<file path="src/rtl/shifter_pipe_nb_pkg.sv">
// Shared types and helpers for the pipelined logarithmic shifter.
package shifter_pipe_nb_pkg;

    typedef enum logic [1:0] {
        SHIFT_SLL  = 2'd0,
        SHIFT_SRL  = 2'd1,
        SHIFT_SRA  = 2'd2,
        SHIFT_RSVD = 2'd3
    } shift_mode_e;

    // Widest operand bit_reverse can handle; callers cast in and out.
    localparam int SHIFT_MAX_W = 256;

    function automatic int clog2(input int value);
        int r;
        r = 0;
        for (int v = value - 1; v > 0; v = v >> 1) begin
            r++;
        end
        return r;
    endfunction

    // Reverses the low 'width' bits of value; upper bits of the result are 0.
    function automatic logic [SHIFT_MAX_W-1:0] bit_reverse(input logic [SHIFT_MAX_W-1:0] value,
                                                           input int width);
        logic [SHIFT_MAX_W-1:0] r;
        r = '0;
        for (int i = 0; i < SHIFT_MAX_W; i++) begin
            if (i < width) begin
                r[i] = value[width-1-i];
            end
        end
        return r;
    endfunction

endpackage

</file>
<file path="src/rtl/shifter_pipe_nb_if.sv">
// Operand/result handshake bundle of the shifter. master = issuing core, slave = shifter.
interface shifter_pipe_nb_if
    import shifter_pipe_nb_pkg::*;
#(
    parameter int DATA_W = 32,
    parameter int TAG_W  = 5
);
    localparam int SHAMT_W = clog2(DATA_W);

    logic              in_valid_i;
    logic              in_ready_o;
    logic [DATA_W-1:0] in_data_i;
    logic [SHAMT_W-1:0] in_shamt_i;
    shift_mode_e       in_mode_i;
    logic [TAG_W-1:0]  in_tag_i;
    logic              out_valid_o;
    logic              out_ready_i;
    logic [DATA_W-1:0] out_data_o;
    logic [TAG_W-1:0]  out_tag_o;

    modport master (
        output in_valid_i, in_data_i, in_shamt_i, in_mode_i, in_tag_i, out_ready_i,
        input  in_ready_o, out_valid_o, out_data_o, out_tag_o
    );

    modport slave (
        input  in_valid_i, in_data_i, in_shamt_i, in_mode_i, in_tag_i, out_ready_i,
        output in_ready_o, out_valid_o, out_data_o, out_tag_o
    );

endinterface

</file>
<file path="src/rtl/shifter_pipe_nb_stage.sv">
// One combinational log stage: right shift by DIST with a caller-supplied fill bit.
module shift_stage_nb #(
    parameter int DATA_W = 32,
    parameter int DIST   = 1
) (
    input  logic [DATA_W-1:0] data,
    input  logic              fill,
    input  logic              en,
    output logic [DATA_W-1:0] out
);

    assign out = en ? {{DIST{fill}}, data[DATA_W-1:DIST]} : data;

endmodule

</file>
<file path="src/rtl/shifter_pipe_nb.sv">
// Pipelined logarithmic shifter (SLL/SRL/SRA) with valid/ready, flush and tag pass-through.
// Left shifts are done as bit-reverse -> right shift -> bit-reverse so every stage is a right shifter.
module shifter_pipe_nb
    import shifter_pipe_nb_pkg::*;
#(
    parameter int DATA_W    = 32,
    parameter int REG_EVERY = 2,
    parameter int TAG_W     = 5
) (
    input  logic             clk_i,
    input  logic             rstn_i,
    input  logic             flush_i,
    shifter_pipe_nb_if.slave bus
);

    localparam int L = clog2(DATA_W);
    localparam int P = (L + REG_EVERY - 1) / REG_EVERY;

    logic                         advance;
    logic [DATA_W-1:0]            ent_data;
    logic                         ent_fill;
    logic                         ent_sll;
    logic [L-1:0]                 ent_shamt;

    // Pipeline registers at group boundaries; the last one drives the outputs.
    logic [P-1:0]                 r_valid;
    logic [P-1:0]                 r_rev;
    logic [P-1:0][DATA_W-1:0]     r_data;
    logic [P-1:0][TAG_W-1:0]      r_tag;

    // Per-group inputs (entry for group 0, previous register otherwise) and group results.
    logic [P-1:0]                 src_valid;
    logic [P-1:0]                 src_rev;
    logic [P-1:0][DATA_W-1:0]     src_data;
    logic [P-1:0][TAG_W-1:0]      src_tag;
    logic [P-1:0][DATA_W-1:0]     grp_out;

    // Global stall: nothing moves while a result waits on the consumer.
    assign advance        = !r_valid[P-1] || bus.out_ready_i;
    assign bus.in_ready_o = advance && !flush_i;

    // Entry conditioning: reverse for SLL, sign fill for SRA, reserved mode forced to a no-op.
    assign ent_sll   = (bus.in_mode_i == SHIFT_SLL);
    assign ent_data  = ent_sll ? DATA_W'(bit_reverse(SHIFT_MAX_W'(bus.in_data_i), DATA_W))
                               : bus.in_data_i;
    assign ent_fill  = (bus.in_mode_i == SHIFT_SRA) && bus.in_data_i[DATA_W-1];
    assign ent_shamt = (bus.in_mode_i == SHIFT_RSVD) ? '0 : bus.in_shamt_i;

    for (genvar g = 0; g < P; g++) begin : g_grp
        localparam int FIRST = g * REG_EVERY;
        localparam int SW    = L - FIRST;
        localparam int NSTG  = (SW < REG_EVERY) ? SW : REG_EVERY;

        // sh holds only the shift-amount bits not yet consumed by earlier groups.
        logic [SW-1:0]              sh;
        logic                       fill;
        logic [NSTG:0][DATA_W-1:0]  chain;

        if (g == 0) begin : g_src
            assign sh           = ent_shamt;
            assign fill         = ent_fill;
            assign src_valid[g] = bus.in_valid_i;
            assign src_rev[g]   = ent_sll;
            assign src_data[g]  = ent_data;
            assign src_tag[g]   = bus.in_tag_i;
        end else begin : g_src
            assign sh           = g_grp[g-1].g_fwd.sh_q;
            assign fill         = g_grp[g-1].g_fwd.fill_q;
            assign src_valid[g] = r_valid[g-1];
            assign src_rev[g]   = r_rev[g-1];
            assign src_data[g]  = r_data[g-1];
            assign src_tag[g]   = r_tag[g-1];
        end

        assign chain[0] = src_data[g];

        for (genvar j = 0; j < NSTG; j++) begin : g_stg
            shift_stage_nb #(
                .DATA_W (DATA_W),
                .DIST   (1 << (FIRST + j))
            ) u_stage (
                .data (chain[j]),
                .fill (fill),
                .en   (sh[j]),
                .out  (chain[j+1])
            );
        end

        assign grp_out[g] = chain[NSTG];

        // Fill and remaining shift bits are only needed by later groups, so the last group keeps none.
        if (g < P - 1) begin : g_fwd
            logic [SW-REG_EVERY-1:0] sh_q;
            logic                    fill_q;

            // Carry the unconsumed shift bits and the fill bit alongside the data.
            always_ff @(posedge clk_i or negedge rstn_i) begin
                if (!rstn_i) begin
                    sh_q   <= '0;
                    fill_q <= 1'b0;
                end else if (advance && !flush_i) begin
                    sh_q   <= sh[SW-1:REG_EVERY];
                    fill_q <= fill;
                end
            end
        end
    end

    // Boundary registers: flush kills every valid bit, otherwise all load together on advance.
    always_ff @(posedge clk_i or negedge rstn_i) begin
        if (!rstn_i) begin
            r_valid <= '0;
            r_rev   <= '0;
            r_data  <= '0;
            r_tag   <= '0;
        end else if (flush_i) begin
            r_valid <= '0;
        end else if (advance) begin
            r_valid <= src_valid;
            r_rev   <= src_rev;
            r_data  <= grp_out;
            r_tag   <= src_tag;
        end
    end

    assign bus.out_valid_o = r_valid[P-1];
    assign bus.out_tag_o   = r_tag[P-1];
    assign bus.out_data_o  = r_rev[P-1] ? DATA_W'(bit_reverse(SHIFT_MAX_W'(r_data[P-1]), DATA_W))
                                        : r_data[P-1];

endmodule

</file>
<file path="src/flat_wrapper.sv">
// flat-port wrapper written by rule: the top's interface ports become plain ports
module shifter_pipe_nb_flat import shifter_pipe_nb_pkg::*;
#(
    parameter int DATA_W    = 32,
    parameter int REG_EVERY = 2,
    parameter int TAG_W     = 5
)
  (clk_i, rstn_i, flush_i, bus_in_valid_i, bus_in_data_i, bus_in_shamt_i, bus_in_mode_i, bus_in_tag_i, bus_out_ready_i, bus_in_ready_o, bus_out_valid_o, bus_out_data_o, bus_out_tag_o);
  shifter_pipe_nb_if #(.DATA_W(DATA_W), .TAG_W(TAG_W)) bus_i ();
  input  logic clk_i;
  input  logic rstn_i;
  input  logic flush_i;
  input wire logic [$bits(bus_i.in_valid_i)-1:0] bus_in_valid_i;
  input wire logic [$bits(bus_i.in_data_i)-1:0] bus_in_data_i;
  input wire logic [$bits(bus_i.in_shamt_i)-1:0] bus_in_shamt_i;
  input wire logic [$bits(bus_i.in_mode_i)-1:0] bus_in_mode_i;
  input wire logic [$bits(bus_i.in_tag_i)-1:0] bus_in_tag_i;
  input wire logic [$bits(bus_i.out_ready_i)-1:0] bus_out_ready_i;
  output wire logic [$bits(bus_i.in_ready_o)-1:0] bus_in_ready_o;
  output wire logic [$bits(bus_i.out_valid_o)-1:0] bus_out_valid_o;
  output wire logic [$bits(bus_i.out_data_o)-1:0] bus_out_data_o;
  output wire logic [$bits(bus_i.out_tag_o)-1:0] bus_out_tag_o;
  assign bus_i.in_valid_i = bus_in_valid_i;
  assign bus_i.in_data_i = bus_in_data_i;
  assign bus_i.in_shamt_i = bus_in_shamt_i;
  assign bus_i.in_mode_i = bus_in_mode_i;
  assign bus_i.in_tag_i = bus_in_tag_i;
  assign bus_i.out_ready_i = bus_out_ready_i;
  assign bus_in_ready_o = bus_i.in_ready_o;
  assign bus_out_valid_o = bus_i.out_valid_o;
  assign bus_out_data_o = bus_i.out_data_o;
  assign bus_out_tag_o = bus_i.out_tag_o;
  shifter_pipe_nb #(.DATA_W(DATA_W), .REG_EVERY(REG_EVERY), .TAG_W(TAG_W)) u_core (.clk_i(clk_i), .rstn_i(rstn_i), .flush_i(flush_i), .bus(bus_i));
endmodule
</file>
<file path="config.mk">
export PLATFORM = sky130hd
export DESIGN_NAME = shifter_pipe_nb_flat
export DESIGN_NICKNAME = d
export VERILOG_FILES = /design/src/rtl/shifter_pipe_nb_pkg.sv /design/src/rtl/shifter_pipe_nb_if.sv /design/src/rtl/shifter_pipe_nb_stage.sv /design/src/rtl/shifter_pipe_nb.sv /design/src/flat_wrapper.sv
export SDC_FILE = /design/constraint.sdc
export NUM_CORES = 1
export LEC_CHECK = 0
export ABC_AREA = 1
export BUFFER_PORTS_ARGS = -buffer_cell sky130_fd_sc_hd__buf_2
export CAP_MARGIN = 20
export CORE_MARGIN = 2
export CORE_UTILIZATION = 60
export DETAILED_ROUTE_END_ITERATION = 10
export PLACE_DENSITY = 0.8
export SYNTH_ARGS = -nofsm -noshare
export SYNTH_HDL_FRONTEND = slang
export SYNTH_SLANG_ARGS = --single-unit
</file>
<file path="constraint.sdc">
create_clock -name clk_i -period 2 [get_ports clk_i]
set_clock_uncertainty 0.05 [all_clocks]
set_input_delay 0.2 -clock clk_i [delete_from_list [all_inputs] [get_ports clk_i]]
set_output_delay 0.2 -clock clk_i [all_outputs]
set_load 0.01 [all_outputs]
</file>
==> flow_summary.ini <==
[sta]
worst_pin_slew_ns = 0.6201
holdWs_ns = 0.01749
fmax_mhz = 530.3
finalSetupViolations = 0
finalCritPeriodShare_pct = 94.29
finalSetupTns_ns = 0
rsz0062_at_grt = false
final_hold_viol_count = 0
finalMaxSlewViolations = 0
slew_headroom_pct = 58.51
fin_crit_ns = 1.886

[finish]
antenna_cells = 0
fin_nets = 1110
drive_gt1_share_pct = 13.51
final_cell_mix = nand2_1, nand3_1, dfrtp_1
syn_to_final_growth_pct = 17.09
final_common_cell = nand2_1

[cts]
clock_latency_ns = 0.41
path_clk_slew_ns = 0.05
cts.sinks = 123
clockRootBuffer = clkbuf_16
cts_setup_buffers = 0
cts_buffers = 17
cts_buffer_depth = 2
cts_tree = built
htreeDepth = 4

[route]
via_per_inst = 5.469
drt_iter0_markers = 523
vias = 6650
drc_errors = 0
first_pass_iters = 5
post_drt_wl_per_cell_um = 13.99
routed_wl_um = 17020
antenna_left = 0

[logic_synthesis]
yosys.cell_types.count = 23
syn-num-nets = 1047
yosys_warnings = 0
synth-seq-cells = 123
synthesis.area_um2 = 7044
avgSynthCellArea_um2 = 7.058
syn_inst = 998
ys_seq_area_share_pct = 43.69

[power]
sw_frac_of_total_pct = 30.39
intPower_mw = 5.912
p_per_area_nw_per_um2 = 1030
p_sw_mw = 2.581
clock_power_share_pct = 38.5
power.share.sequential_pct = 38.0
peakVddDrop_mv = 0.5286
p_comb_share_pct = 23.5
leakage_nw = 4.284

[floorplanning]
pin_count = 88
die_w_um = 112.4
placeableCoreArea_um2 = 11420
start_util_pct = 61.69
die-area_um2 = 12620
chipHeight_um = 112.4
rows = 39

[min_path]
hp-class = input pin to flip-flop
hold_path.startpoint = bus_in_shamt_i[2]

[global_route]
grt_overflow = 0
grt_max_degree = 66
grt_pass1_wl_um = 29670
grt_pass1_vias = 6248
antenna_found_initial = 0
gr-usage-all-layers_pct = 28.76

[outcome]
status = completed

[setup_path]
crit_required_ns = 1.75
crit_path_end_kind = output pin
cp-startpoint = flush_i
r2r_slack_ns = 0.37
arrival_ns = 1.64
start_kind = input pin
path_class = input pin to output pin
path_max_fanout = 44
timing.rr.start = u_core.g_grp[0].g_fwd.sh_q[0]

[run]
max_cap_violations = 0

[placed_design]
dp.final_hpwl_um = 11480
portBuffers = 87
gp_congestion = 0.9411
==> power by group through the flow <==
stage | logic [mW] | clock network, mW | registers (mW)
finish | 2.00 | 3.27 | 3.23
global route | 2.29 | 3.40 | 3.28
CTS | 1.99 | 3.29 | 3.21
detailed placement | 1.94 | 0 | 3.25
global placement | 1.92 | 0 | 3.23
floorplan | 1.38 | 0 | 3.17
==> worst max-delay path, stage by stage <==
cell	delay, ns
dlygate4sd3_1	0.54
buf_2	0.13
inv_1	0.07
nand2_2	0.15
clkinv_8	0.15
buf_16	0.21
buf_2	0.16
==> per-layer routing <==
| metal | GRT usage (%) | wire length [um] | vias to the layer above |
|---|---|---|---|
| li1 | - | - | 3361 |
| met1 | 40.10 | 7679 | 2991 |
| met2 | 44.86 | 7872 | 258 |
| met3 | 5.562 | 962 | 40 |
| met4 | 11.46 | 501 | 0 |
| met5 | 0 | 0 | - |
==> flip-flops by register name (all words and copies together), names as in the netlist <==
register,flops
u_core.g_grp.chain,64
u_core.r_valid,3
u_core.g_grp.g_fwd.fill_q,2
u_core.r_tag,10
u_core.g_grp.g_fwd.sh_q,4
u_core.bus.out_tag_o,5
u_core.r_data,32
u_core.r_rev,3
==> final timing paths <==
check,endpoint,cells after the start
min in group asynchronous,u_core.r_data[66],2
max in group asynchronous,u_core.g_grp[1].chain[22],3
setup / recovery,bus_in_ready_o,7
setup reg to reg,u_core.g_grp[2].chain[23],5
hold / removal,u_core.g_grp[0].g_fwd.sh_q[0],3
hold reg to reg,u_core.bus.out_tag_o[1],2
==> metrics by stage <==
| stage | setup slack (ns) | util [%] | total power [mW] | cell area (um^2) | cells |
|---|---|---|---|---|---|
| 5_1_grt | 0.02358 | 72.23 | 8.967 | 8248 | 1216 |
| 6_report | 0.1143 | 72.23 | 8.493 | 8248 | 1216 |
| 2_1_floorplan | 0.6729 | - | 4.548 | 7044 | 998 |
| 3_3_place_gp | 0.4322 | 65.63 | 5.142 | 7493 | 1175 |
| 4_1_cts | 0.02804 | 72.08 | 8.500 | 8230 | 1216 |
| 3_5_place_dp | 0.4245 | 65.63 | 5.194 | 7493 | 1175 |
==> kinds of logic (layout without fill, tap and decap cells) <==
kind of cell           Yosys count  count (layout)  share of synthesized area [%]
buffers and inverters          165             240                          10.12
DFF                            123             123                          43.69
muxes                           12              12                          1.705
AOI/OAI and AO/OA              149             149                          11.49
and+or+nand+nor                549             549                          32.98
==> cells in the mapped netlist (all sizes together) <==
| cell type | number | area, um^2 |
|---|---|---|
| nand3 | 185 | 925.9 |
| nor2 | 3 | 13.77 |
| or2 | 7 | 43.79 |
| clkbuf | 29 | 108.9 |
| o21ai | 116 | 580.6 |
| nand4 | 1 | 6.260 |
| a22oi | 1 | 7.510 |
| buf | 40 | 244.0 |
| o21a | 7 | 52.55 |
| o211ai | 17 | 127.6 |
| a21oi | 7 | 35.03 |
| inv | 94 | 352.8 |
| clkinv | 2 | 7.510 |
| mux2i | 12 | 120.1 |
| o22ai | 1 | 6.260 |
| dfrtp | 123 | 3078 |
| nor3 | 1 | 5.000 |
| nand2 | 352 | 1329 |
==> what timing repair did <==
item / CTS / global route
hold buffers: 10 / 0
resized for setup: 0 / 4
hold endpoints to repair: 44 / 0
endpoints found under the setup margin: 0 / 1
==> cell type report <==
type | count | area [um^2]
clock inverters | 7 | 135.1
repair buffers | 113 | 728.2
multi-input cells | 710 | 3253
well taps | 143 | 178.9
clock buffers | 24 | 501.7
flip-flops and latches | 123 | 3078
inverters | 96 | 372.9
fillers | 930 | 3171
No activity file was read; power rests on OpenSTA's default activity.
